$ cat src/rtl/raster_dispatch.sv
// raster_dispatch: collects three vertices from one of two round-robin
// ports and hands the finished triangle to the rasterizer.
module raster_dispatch #(
    parameter int VERTEX_TYPE_SIZE = 96,
    parameter int CNT_W            = 16
) (
    input  logic                        clk,
    input  logic                        rst_n,
    input  logic                        s0_valid,
    output logic                        s0_ready,
    input  logic [VERTEX_TYPE_SIZE-1:0] s0_vertex,
    input  logic                        s1_valid,
    output logic                        s1_ready,
    input  logic [VERTEX_TYPE_SIZE-1:0] s1_vertex,
    input  logic                        flush,
    output logic                        raster_start,
    input  logic                        raster_done,
    output logic [VERTEX_TYPE_SIZE-1:0] tri_v1,
    output logic [VERTEX_TYPE_SIZE-1:0] tri_v2,
    output logic [VERTEX_TYPE_SIZE-1:0] tri_v3,
    output logic                        grant_port,
    output logic                        busy,
    output logic [CNT_W-1:0]            tri_count
);

    typedef enum logic [1:0] {
        IDLE,
        GATHER,
        ISSUE,
        WAIT
    } state_t;

    state_t state;
    state_t state_nx;

    logic                        rr_ptr;
    logic                        grant_nx;
    logic                        done_q;
    logic                        done_rise;
    logic                        gnt_valid;
    logic                        accept;
    logic [1:0]                  slot;
    logic [VERTEX_TYPE_SIZE-1:0] in_vertex;

    assign done_rise = raster_done & ~done_q;
    assign gnt_valid = grant_port ? s1_valid : s0_valid;
    assign in_vertex = grant_port ? s1_vertex : s0_vertex;
    // Accept never looks at ready, so ready stays free of valid.
    assign accept    = (state == GATHER) & ~flush & gnt_valid;

    always_ff @(posedge clk or negedge rst_n) begin
        if (!rst_n) begin
            state <= IDLE;
        end else begin
            state <= state_nx;
        end
    end

    always_comb begin
        state_nx     = state;
        grant_nx     = grant_port;
        s0_ready     = 1'b0;
        s1_ready     = 1'b0;
        raster_start = 1'b0;
        busy         = 1'b1;
        unique case (state)
            IDLE: begin
                busy = 1'b0;
                if (s0_valid | s1_valid) begin
                    grant_nx = (s0_valid & s1_valid) ? rr_ptr : s1_valid;
                    state_nx = GATHER;
                end
            end
            GATHER: begin
                if (flush) begin
                    state_nx = IDLE;
                end else begin
                    s0_ready = ~grant_port;
                    s1_ready = grant_port;
                    if (accept && slot == 2'd2) begin
                        state_nx = ISSUE;
                    end
                end
            end
            ISSUE: begin
                raster_start = 1'b1;
                state_nx     = WAIT;
            end
            WAIT: begin
                if (done_rise) begin
                    state_nx = IDLE;
                end
            end
            default: state_nx = IDLE;
        endcase
    end

    always_ff @(posedge clk or negedge rst_n) begin
        if (!rst_n) begin
            grant_port <= 1'b0;
            rr_ptr     <= 1'b0;
            done_q     <= 1'b0;
            slot       <= 2'd0;
            tri_count  <= '0;
            tri_v1     <= '0;
            tri_v2     <= '0;
            tri_v3     <= '0;
        end else begin
            done_q     <= raster_done;
            grant_port <= grant_nx;
            if (state == IDLE) begin
                slot <= 2'd0;
            end
            if (accept) begin
                case (slot)
                    2'd0:    tri_v1 <= in_vertex;
                    2'd1:    tri_v2 <= in_vertex;
                    default: tri_v3 <= in_vertex;
                endcase
                slot <= slot + 2'd1;
            end
            if (state == WAIT && done_rise) begin
                tri_count <= tri_count + 1'b1;
                rr_ptr    <= ~rr_ptr;
            end
        end
    end

endmodule

$ cat config.mk
export PLATFORM = sky130hd
export DESIGN_NAME = raster_dispatch
export DESIGN_NICKNAME = d
export VERILOG_FILES = /design/src/rtl/raster_dispatch.sv
export SDC_FILE = /design/constraint.sdc
export NUM_CORES = 1
export LEC_CHECK = 0
export BUFFER_PORTS_ARGS = -buffer_cell sky130_fd_sc_hd__buf_2
export CAP_MARGIN = 30
export CORE_AREA = 2 2 198 200
export DETAILED_ROUTE_END_ITERATION = 6
export DIE_AREA = 0 0 200 202
export PLACE_DENSITY = 0.57
export SKIP_LAST_GASP = 1
export SLEW_MARGIN = 0
export SYNTH_ARGS = -nofsm -noshare
export SYNTH_HDL_FRONTEND = slang
export SYNTH_SLANG_ARGS = --single-unit
$ cat constraint.sdc
create_clock -name clk -period 3.6 [get_ports clk]
set_input_delay 0.36 -clock clk [delete_from_list [all_inputs] [get_ports clk]]
set_output_delay 0.36 -clock clk [all_outputs]
set_load 0.01 [all_outputs]
---- Yosys cells after proc, flatten, opt, wreduce, memory -nomap -nowiden ----
Index checks and enable logic that the tools add are counted.
word-level totals
  register bits after elaboration ......... 311
  bits of input ports ..................... 198
operators by class
  add/sub/neg operators ................... 2
  eq/ne operators ......................... 8
  mux-type cells .......................... 16
  bitwise operators ....................... 10
  reduce and logical (&&, ||, !) cells .... 11
operators with widths
  kind                                                                     count
  96-bit 2-to-1 mux                                                        1
  16-bit by 1-bit adder with 16-bit output, second input constant          1
  2-bit 2-to-1 mux                                                         6
  1-bit 2-to-1 mux                                                         8
  2-bit case mux with 4 select lines                                       1
  2-bit AND reduction                                                      4
  2-bit equality test, second input constant                               3
  1-bit inverter                                                           5
  1-bit AND                                                                4
  2-bit by 1-bit equality test with 1-bit output, second input constant    2
  2-bit logical NOT                                                        2
  2-bit inequality test, second input constant                             2
  3-bit by 2-bit inequality test with 1-bit output, second input constant  1
  3-bit AND reduction                                                      1
  2-bit by 1-bit adder with 2-bit output, second input constant            1
  1-bit logical AND                                                        2
  2-bit nonzero test                                                       1
  2-bit OR reduction                                                       1
  1-bit OR                                                                 1

---- Depth between registers and ports, before layout ----
Gate-level depths: netlist of run 1.
  depth in word-level cells ............... 7
  gate-level depth with buffers ........... 8

---- Least setup slack after synthesis of run 1 ----
No wires, ideal clock.
  path kind ............................... register to register
  start ................................... register grant_port
  end ..................................... register tri_v3[55]
  library setup time ...................... 127 ps
  data arrival time ....................... 1851 ps
  required time ........................... 3473 ps
  setup slack ............................. 1622 ps
  cell stages (with the launch flop) ...... 9
  buffers on the path ..................... 4
  clock period less this slack ............ 1978 ps
  cells stage by stage .................... dfrtp_1 buf_4 mux2_4 and3_4 buf_6 nand2_2 buf_6 buf_8 mux2_1
between the ends
  word-level cells in the longest chain between the ends .. 3
  elaborated cells between the ends (all ways) .. 4
ends and longest elaborated chain
  item                                  line  RTL
  start, declared                       21    output logic grant_port,
  start signal, assigned                110   grant_port <= grant_nx;
  1-bit 2-to-1 mux                      46    assign gnt_valid = grant_port ? s1_valid : s0_valid;
  1-bit AND                             49    assign accept = (state == GATHER) & ~flush & gnt_valid;
  2-bit AND reduction (no source line)  n/a
  end signal, assigned                  118   default: tri_v3 <= in_vertex;
  end, declared                         20    output logic [VERTEX_TYPE_SIZE-1:0] tri_v3,
Several ways; a longest one is shown, not always the timed one.
A chain may end at the register's enable or synchronous reset.

---- Worst setup path after layout of run 1 ----
  start ................................... register grant_port
  end ..................................... register tri_v1[82]
between the ends
  word-level cells in the longest chain between the ends .. 3
  elaborated cells between the ends (all ways) .. 4
ends and longest elaborated chain
  item                                  line  RTL
  1-bit 2-to-1 mux                      46
  1-bit AND                             49
  2-bit AND reduction (no source line)  n/a
  end signal, assigned                  116   2'd0: tri_v1 <= in_vertex;
  end, declared                         18    output logic [VERTEX_TYPE_SIZE-1:0] tri_v1,
Several ways; a longest one is shown, not always the timed one.

==> results.md, run 1 <==
- The die outline width is approximately 200 um.
- In the finished design, the share of the clock period the worst path needs comes to 0.6433.
- The areal power density over the cells is between 900 and 1000 nW/um^2.
- The worst setup path is captured at a flop.
- The final number of max-transition violations was 0.
- The detailed router finished its first iteration with 185 violations.
- After routing, the total negative slack on setup checks comes to 0 ns.
- The clock network fraction of design power is 0.220.
- The H-tree depth is 2.
- During placement, the flow inserted port buffers numbering around 510.
- The setup slack at placement is about 1.3 ns.
- Setup violations remaining at the end of the flow were counted as 0.
- The worst-case IR drop observed on VDD is ~470 uV.
- The critical path arrival is ~2.7 ns.
- Of the total power, the share spent switching nets is 0.3392.
- The largest fanout on the critical path is 57.
- Of the post-synthesis cell area, the dominant cell type holds 0.5854.
- In this run the static leakage power is about 9 nW.
- The floorplan step set the die height to 202 um.
- Synthesis produced a netlist whose cell count is slightly above 800.
- The number of synthesized register bits is around 310.
- Clock skew on the completed layout was measured at 0.008949 ns.
- The number of nets in the synthesized netlist is 1,018.
- In the final design database the tool counted ~1,500 nets.
- The deepest clock path buffer count is 3.
- Of the synthesized area, sequential elements account for 0.5854.
- roughly 510 I/O pins were placed.
- Using the TritonRoute via totals, the vias-per-cell ratio works out to about 4.6.
- The die outline area is just over 40,000 sq um.
- The library cell used most frequently in the layout, excluding fill and tap cells, is sky130_fd_sc_hd__buf_2.
- Clock tree synthesis found a total of between 300 and 400 sinks.
- The antenna violation net count after detailed routing is 0.
- The tool flagged a number of max-cap violations equal to 0.
- Internal power comes to ~11 mW.
- The final-report hold violation count is 0.
- The number of global-route vias before repair is just over 9,000.
- The achievable frequency is between 0.4 and 0.5 GHz.
- The library cells used most frequently in the layout, excluding fill and tap cells, are 505 x sky130_fd_sc_hd__buf_2, 310 x sky130_fd_sc_hd__dfrtp_1, 264 x sky130_fd_sc_hd__mux2_2.
- The layout-stage area growth over the synthesis result is 31.69%.
- The effective utilization at floorplan is 0.3473.
- The routed design could run at a clock period as short as between 2 and 2.5 ns.
- Sorting the synthesized cells by area gives the leading types as sky130_fd_sc_hd__dfrtp_1 59%, sky130_fd_sc_hd__mux2_2 22%, sky130_fd_sc_hd__mux2_4 9.1%.
- The average wire length per cell after detail routing is ~19 um.
- The number of antenna diodes in the final layout is 0.
- After clock tree synthesis, the clock-pin slew on the worst setup and hold paths is about 0.060 ns.
- The synthesized area is approximately 13,000 sq um.
- The peak per-stage delay on the critical path is 0.49 ns.
- For the worst setup path, the data required time is approximately 4 ns.
- The floorplan has just over 70 rows.
- Summed over all nets, the switching power comes to 5.565 mW.
- Post-CTS timing repair inserted 0 buffers for setup.
- The placer's final routability congestion estimate is slightly below 0.8.
- In this run the worst hold path is classified as in2reg.
- Setup repair after global routing left no endpoint under its margin.
- For this run, the total global-route usage over all layers was measured as 0.1742.
- The half-perimeter wire length of the detailed placement result is approximately 26,000 um.
- The average cell area after synthesis is 16.29 sq um.
- The fill cell instance count of the final layout is 3,512.
- Wires add up to roughly 36,000 um.
- The number of vias in the routed layout is about 8,600.
- For this run, design rule violations remaining after detail routing come to 0.
- The clock latency on the worst-skew pair is around 0.53 ns.
- The flow ran to the end, and the final reports show no timing, DRC or antenna violations.
- The most area-hungry cell type in the Yosys netlist is sky130_fd_sc_hd__dfrtp_1.
- The clock tree from TritonCTS is done.
- The share of total power dissipated in combinational logic is 0.411.
- The initial antenna violation count came to 0.
- The tree is rooted in a sky130_fd_sc_hd__clkbuf_16.
- The number of distinct standard cells referenced by the synthesized netlist is 33.
- The pin count of the biggest net entering global routing is 83.
- The nature of the critical path startpoint is a flop.
- The classification of the worst setup path is reg2reg.
- The sequential share of power is 0.369.
- In this run the tightest slew margin relative to its limit is 0.5299.
- The CTS buffer count is 36.
- Setup slack on the critical path of the routed design comes to ~1.3 ns.
- The critical-path cell with the highest stage delay is sky130_fd_sc_hd__dfrtp_4.
- The synthesis warning total is 0.
- For the pin with the worst max-slew slack, the measured transition is around 0.71 ns.
- Global routing finished with a remaining overflow of 0.
- The fraction of layout instances using a drive strength above 1 is 0.6819.
- The first global-routing pass estimated between 50,000 and 60,000 um of wire.
- Walking the worst path, the cells encountered are mux2_4 -> and3_4 -> nand2_8 -> buf_4 -> mux2_2.
- The count of TritonRoute iterations in the first routing pass is 4.
- The region available for standard cell placement spans 38,290 sq um.
- The count of buffering cells on the critical path with inverters included is 1.
- Among cell families on the critical path, the largest total delay comes from multiplexers.
[cells in the mapped netlist]
library cell / n
sky130_fd_sc_hd__xnor2_1: 13
sky130_fd_sc_hd__buf_2: 7
sky130_fd_sc_hd__mux2i_1: 1
sky130_fd_sc_hd__nor3_1: 2
sky130_fd_sc_hd__mux2_1: 40
sky130_fd_sc_hd__o31ai_1: 1
sky130_fd_sc_hd__nand3b_1: 1
sky130_fd_sc_hd__and3_1: 4
sky130_fd_sc_hd__nand2_4: 2
sky130_fd_sc_hd__nand4_1: 5
sky130_fd_sc_hd__a22o_1: 1
sky130_fd_sc_hd__dfrtp_1: 311
sky130_fd_sc_hd__nand2_1: 13
sky130_fd_sc_hd__a22oi_1: 1
sky130_fd_sc_hd__nand2b_1: 1
sky130_fd_sc_hd__mux2_4: 81
sky130_fd_sc_hd__nand3_1: 4
sky130_fd_sc_hd__nand2_2: 1
sky130_fd_sc_hd__nor2_1: 9
sky130_fd_sc_hd__ha_1: 4
sky130_fd_sc_hd__buf_1: 1
sky130_fd_sc_hd__a21oi_1: 2
sky130_fd_sc_hd__nor4_1: 1
sky130_fd_sc_hd__nand4b_1: 1
sky130_fd_sc_hd__buf_4: 11
sky130_fd_sc_hd__a31oi_1: 1
sky130_fd_sc_hd__mux2_2: 264
sky130_fd_sc_hd__clkbuf_1: 8
sky130_fd_sc_hd__and3_4: 1
sky130_fd_sc_hd__xor2_1: 3
sky130_fd_sc_hd__inv_1: 5
sky130_fd_sc_hd__buf_6: 4
sky130_fd_sc_hd__buf_8: 12
[layer usage]
| layer | routed length (um) | up-vias | track usage |
|---|---|---|---|
| met5 | 0 | - | 0 |
| met4 | 698 | 0 | 0.04709 |
| met3 | 3028 | 47 | 0.05940 |
| met2 | 16970 | 334 | 0.2933 |
| met1 | 14820 | 4286 | 0.2123 |
| li1 | - | 3943 | - |
[logic make-up (layout without fill, tap and decap cells)]
logic type	after synthesis	in the layout	share of synthesized area
AOI/OAI and AO/OA	6	6	0.003012
muxes	386	386	0.3497
adders and majority gates	4	4	0.003765
xor gates and xnor gates	16	16	0.01054
buffers and inverters	48	587	0.02974
and+or+nand+nor	45	45	0.01788
DFF	311	311	0.5854
[worst paths after layout]
check	start	end	slack [ns]	cells past startpoint
worst max-delay path	grant_port	tri_v1[82]	1.28	5
worst min-delay path	s0_valid	grant_port	0.05	2
worst max register to register	grant_port	tri_v1[82]	1.28	5
worst min register to register	tri_count[15]	tri_count[15]	0.47	1
max in group asynchronous	rst_n	grant_port	2.28	3
min in group asynchronous	rst_n	tri_v1[65]	0.39	2
[final cells by class]
type	instances	area, sq um	share of cell area
Sequential cell	311	7786	0.4447
Clock inverter	9	113.9	0.006503
Clock buffer	51	1059	0.06046
Tap cell	518	648.1	0.03702
Timing Repair Buffer	522	2743	0.1567
Inverter	5	18.77	0.001072
Multi-Input combinational cell	457	5140	0.2936
[what timing repair did]
action / CTS / global route
gates resized for setup: 0 / 0
hold endpoints to repair: 77 / 0
hold buffers: 2 / 0
[sequential cells by signal, indices dropped and copies added, names as in the netlist, named ones only]
signal and flops:
grant_port 1, tri_count 16, tri_v2 96, done_q 1, slot 2, tri_v3 96, rr_ptr 1, tri_v1 96
state 1
[power groups by stage]
| stage | clock, mW | combinational, mW | sequential [mW] |
|---|---|---|---|
| CTS | 3.73 | 6.88 | 6.06 |
| detailed placement | 0 | 6.87 | 6.08 |
| global route | 3.86 | 7.27 | 6.27 |
| global placement | 0 | 6.79 | 6.04 |
| finish | 3.62 | 6.74 | 6.05 |
| floorplan | 0 | 3.30 | 6.78 |
[per-stage QoR]
stage	util	hold WS [ns]	instances	area [sq um]	total power [mW]
finish	0.4573	0.04939	1873	17510	16.41
global placement	0.4261	0.4014	1811	16320	12.83
floorplan	-	0.06441	816	13300	10.08
global route	0.4573	0.05511	1873	17510	17.40
detailed placement	0.4261	0.3992	1811	16320	12.95
CTS	0.4573	0.01412	1873	17510	16.66
[worst register-to-register path, delay by kind of cell (launching register included)]
family	cells	cell delay (ns)
buffers and inverters	1	0.38
flip-flops	1	0.49
AND/OR/NAND/NOR	2	0.67
multiplexers	2	0.67
Power figures use the tool's default switching activity.
==> run 2: changes to the inputs <==
--- a/config.mk
+++ b/config.mk
@@ -7,10 +7,10 @@
 export LEC_CHECK = 0
 export BUFFER_PORTS_ARGS = -buffer_cell sky130_fd_sc_hd__buf_2
 export CAP_MARGIN = 30
-export CORE_AREA = 2 2 198 200
+export CORE_AREA = 2 2 194 196
 export DETAILED_ROUTE_END_ITERATION = 6
-export DIE_AREA = 0 0 200 202
-export PLACE_DENSITY = 0.57
+export DIE_AREA = 0 0 196 198
+export PLACE_DENSITY = 0.59
 export SKIP_LAST_GASP = 1
 export SLEW_MARGIN = 0
 export SYNTH_ARGS = -nofsm -noshare
==> constraint.sdc (replaced) <==
create_clock -name clk -period 2.28 [get_ports clk]
set_input_delay 0.228 -clock clk [delete_from_list [all_inputs] [get_ports clk]]
set_output_delay 0.228 -clock clk [all_outputs]
set_load 0.01 [all_outputs]
==> results.md, run 2 (same netlist as run 1, synthesis figures left out) <==
- Leaving out fill and tap cells, the most frequent cells in the layout are 505 x sky130_fd_sc_hd__buf_2, 310 x sky130_fd_sc_hd__dfrtp_1, 264 x sky130_fd_sc_hd__mux2_2.
- The final number of max-transition violations is 0.
- TritonCTS built the clock tree.
- The area inside the core boundary is 36,960 sq um.
- Setup violations remaining at the end of the flow were counted as 0.
- After floorplanning, the core was divided into 71 placement rows.
- The global-route congestion overflow total is 0.
- For this run, the total global-route usage over all layers was measured as 0.1797.
- The count of unresolved DRC violations after routing is 0.
- Across the routed clock network, the largest skew measured is 0.01836 ns.
- The largest fanout on the critical path is 22.
- Compared with the post-synthesis result, the final layout area differs by 32.99%.
- Data on the critical path is required at its endpoint by roughly 2.7 ns.
- The slew of the pin with the lowest slew margin is just under 0.6 ns.
- The filler cells instantiated in the layout total 3,311.
- The deepest clock path buffer count is 3.
- The floorplan step set the die width to 196 um.
- Dividing the detail-routed wire length by the instance count gives 19.14 um.
- The multi-input combinational cells in the finished layout cover a total of about 5000 sq um.
- The signal on the critical path passes through mux2_4 -> and3_4 -> nand2_8 -> buf_12 -> mux2_2.
- The minimum clock period is 2.035 ns.
- The die covers around 39,000 sq um.
- The half-perimeter wire length of the detailed placement result is 26,500 um.
- The critical path arrival is about 2.4 ns.
- Max-cap violations in this run came to 0.
- The clock transition at the registers of the reported paths is ~0.060 ns.
- At the end of the flow, the number of nets in the layout was roughly 1,600.
- Clock tree synthesis inserted a total of 36 buffers.
- The achievable frequency is slightly below 0.5 GHz.
- For this configuration, the core starts out at a cell density of 0.3598.
- In this run, the number of DRC markers left after iteration 0 of detailed routing was slightly above 200.
- The count of TritonRoute iterations in the first routing pass is 4.
- The CTS sink count is around 310.
- The number of global-route vias before repair is 9,215.
- The share of the cycle needed by the critical path after routing is 0.8924.
- In this run the tightest slew margin relative to its limit is 0.6136.
- The final-report hold violation count came to 0.
- After detailed routing, the total wire length is 35,530 um.
- The largest registers in the layout are tri_v1 x96, tri_v2 x96, tri_v3 x96.
- The post-CTS setup buffer count is 0.
- The floorplan die height is slightly below 200 um.
- After routing, the total negative slack on setup checks comes to 0 ns.
- The peak per-stage delay on the critical path is ~0.50 ns.
- The number of antenna cells inserted is 0.
- The completed layout was analyzed and its total power is 25.84 mW.
- Setup repair after global routing left no endpoint under its margin.
- The areal power density over the cells is about 1500 nW/um^2.
- After detailed routing, the number of vias per cell comes to approximately 4.7.
- The critical-path cell with the highest stage delay is sky130_fd_sc_hd__dfrtp_4.
- In this run the tool buffered the top-level ports with 506 buffer cells.
- The path category of the worst min-delay check is in2reg.
- The first-pass GRT wire length is 53,960 um.
- The initial antenna violation count is 0.
- The I/O pin count is 507.
- For the worst flop-to-flop path, the logic depth is 5.
- STA classifies the critical path endpoint as a flop.
- The placer's final routability congestion estimate is about 0.76.
- The pin count of the biggest net entering global routing is 101.
- Registers take 7786 sq um.
- CTS built an H-tree with a depth of 2.
- The worst setup path is launched from a flop.
- The number of vias in the routed layout is just under 9,000.
- The flow ran to the end, and the final reports show no timing, DRC or antenna violations.
- The classification of the worst setup path is reg2reg.
- The most frequent standard cell in the layout excluding fill and tap cells is sky130_fd_sc_hd__buf_2.
- Summed over all cells, the static leakage comes to between 9 and 10 nW.
- The cell depth of the worst hold path is 3.
- The fraction of layout instances using a drive strength above 1 is 0.6874.
- The worst-case IR drop observed on VDD is slightly below 800 uV.
- The later pin in the worst-skew pair is clocked with a latency of 0.51 ns.
- The antenna violation net count after detailed routing is 0.
- The tree is rooted in a sky130_fd_sc_hd__clkbuf_16.
## run 2: cell types whose count changed in the layout (fill, tap and decap cells not counted), sizes merged
cell / previous run / this run
clkbuf: 51 / 52
dlygate4sd3: 2 / 4
buf: 520 / 544
clkinvlp: 3 / 1
bufinv: 2 / 0
clkinv: 3 / 7
## run 2: layout make-up
cell class              count  share of cell area
repair buffers            548              0.1700
inverters                   5            0.001061
flip-flops and latches    311              0.4404
clock buffers              52             0.06121
multi-input cells         457              0.2907
well taps                 474             0.03354
clock inverters             9            0.003114
## run 2: final timing paths
path | slack, ns | endpoint | start
worst max-delay path | 0.25 | tri_v2[1] | grant_port
worst min-delay path | 0.05 | state[0] | s1_valid
worst max register to register | 0.25 | tri_v2[1] | grant_port
worst min register to register | 0.48 | rr_ptr | rr_ptr
max in group asynchronous | 1.12 | tri_v3[66] | rst_n
min in group asynchronous | 0.28 | tri_v2[87] | rst_n
## run 2: worst max-delay path: cells and delay by family, from the launching register on
kind                   cells  cell delay (ns)
multiplexers               2             0.66
flip-flops                 1             0.50
AND/OR/NAND/NOR            2             0.50
buffers and inverters      1             0.25
## run 2: per-stage QoR
stage / std cells / setup WS, ns / utilization / instance area (sq um) / hold slack [ns]
after floorplan: 816 / 0.3020 / - / 13300 / -0.06759
after global placement: 1791 / 0.2628 / 0.4466 / 16500 / 0.2318
after detailed placement: 1791 / 0.2251 / 0.4466 / 16500 / 0.2355
after CTS: 1856 / 0.2263 / 0.4784 / 17680 / 0.01402
after global routing: 1856 / 0.1873 / 0.4784 / 17680 / 0.08975
final: 1856 / 0.2454 / 0.4784 / 17680 / 0.05235
## run 2: repair_timing
action	4_1_cts	5_1_grt
hold buffers	4	0
gates resized for setup	0	0
endpoints found under the hold margin	55	0
## run 2: report_power, final
group,internal [mW],switching [mW],total (mW)
sequential,8.17,1.43,9.59
combinational,5.63,5.13,10.8
clock,3.29,2.20,5.49
## run 2: layer usage
layer | up-vias | global-route usage | wire length (um)
li1 | 4002 | - | -
met1 | 4390 | 0.2218 | 14730
met2 | 335 | 0.3041 | 17170
met3 | 46 | 0.05604 | 2858
met4 | 0 | 0.05163 | 774
met5 | - | 0 | 0
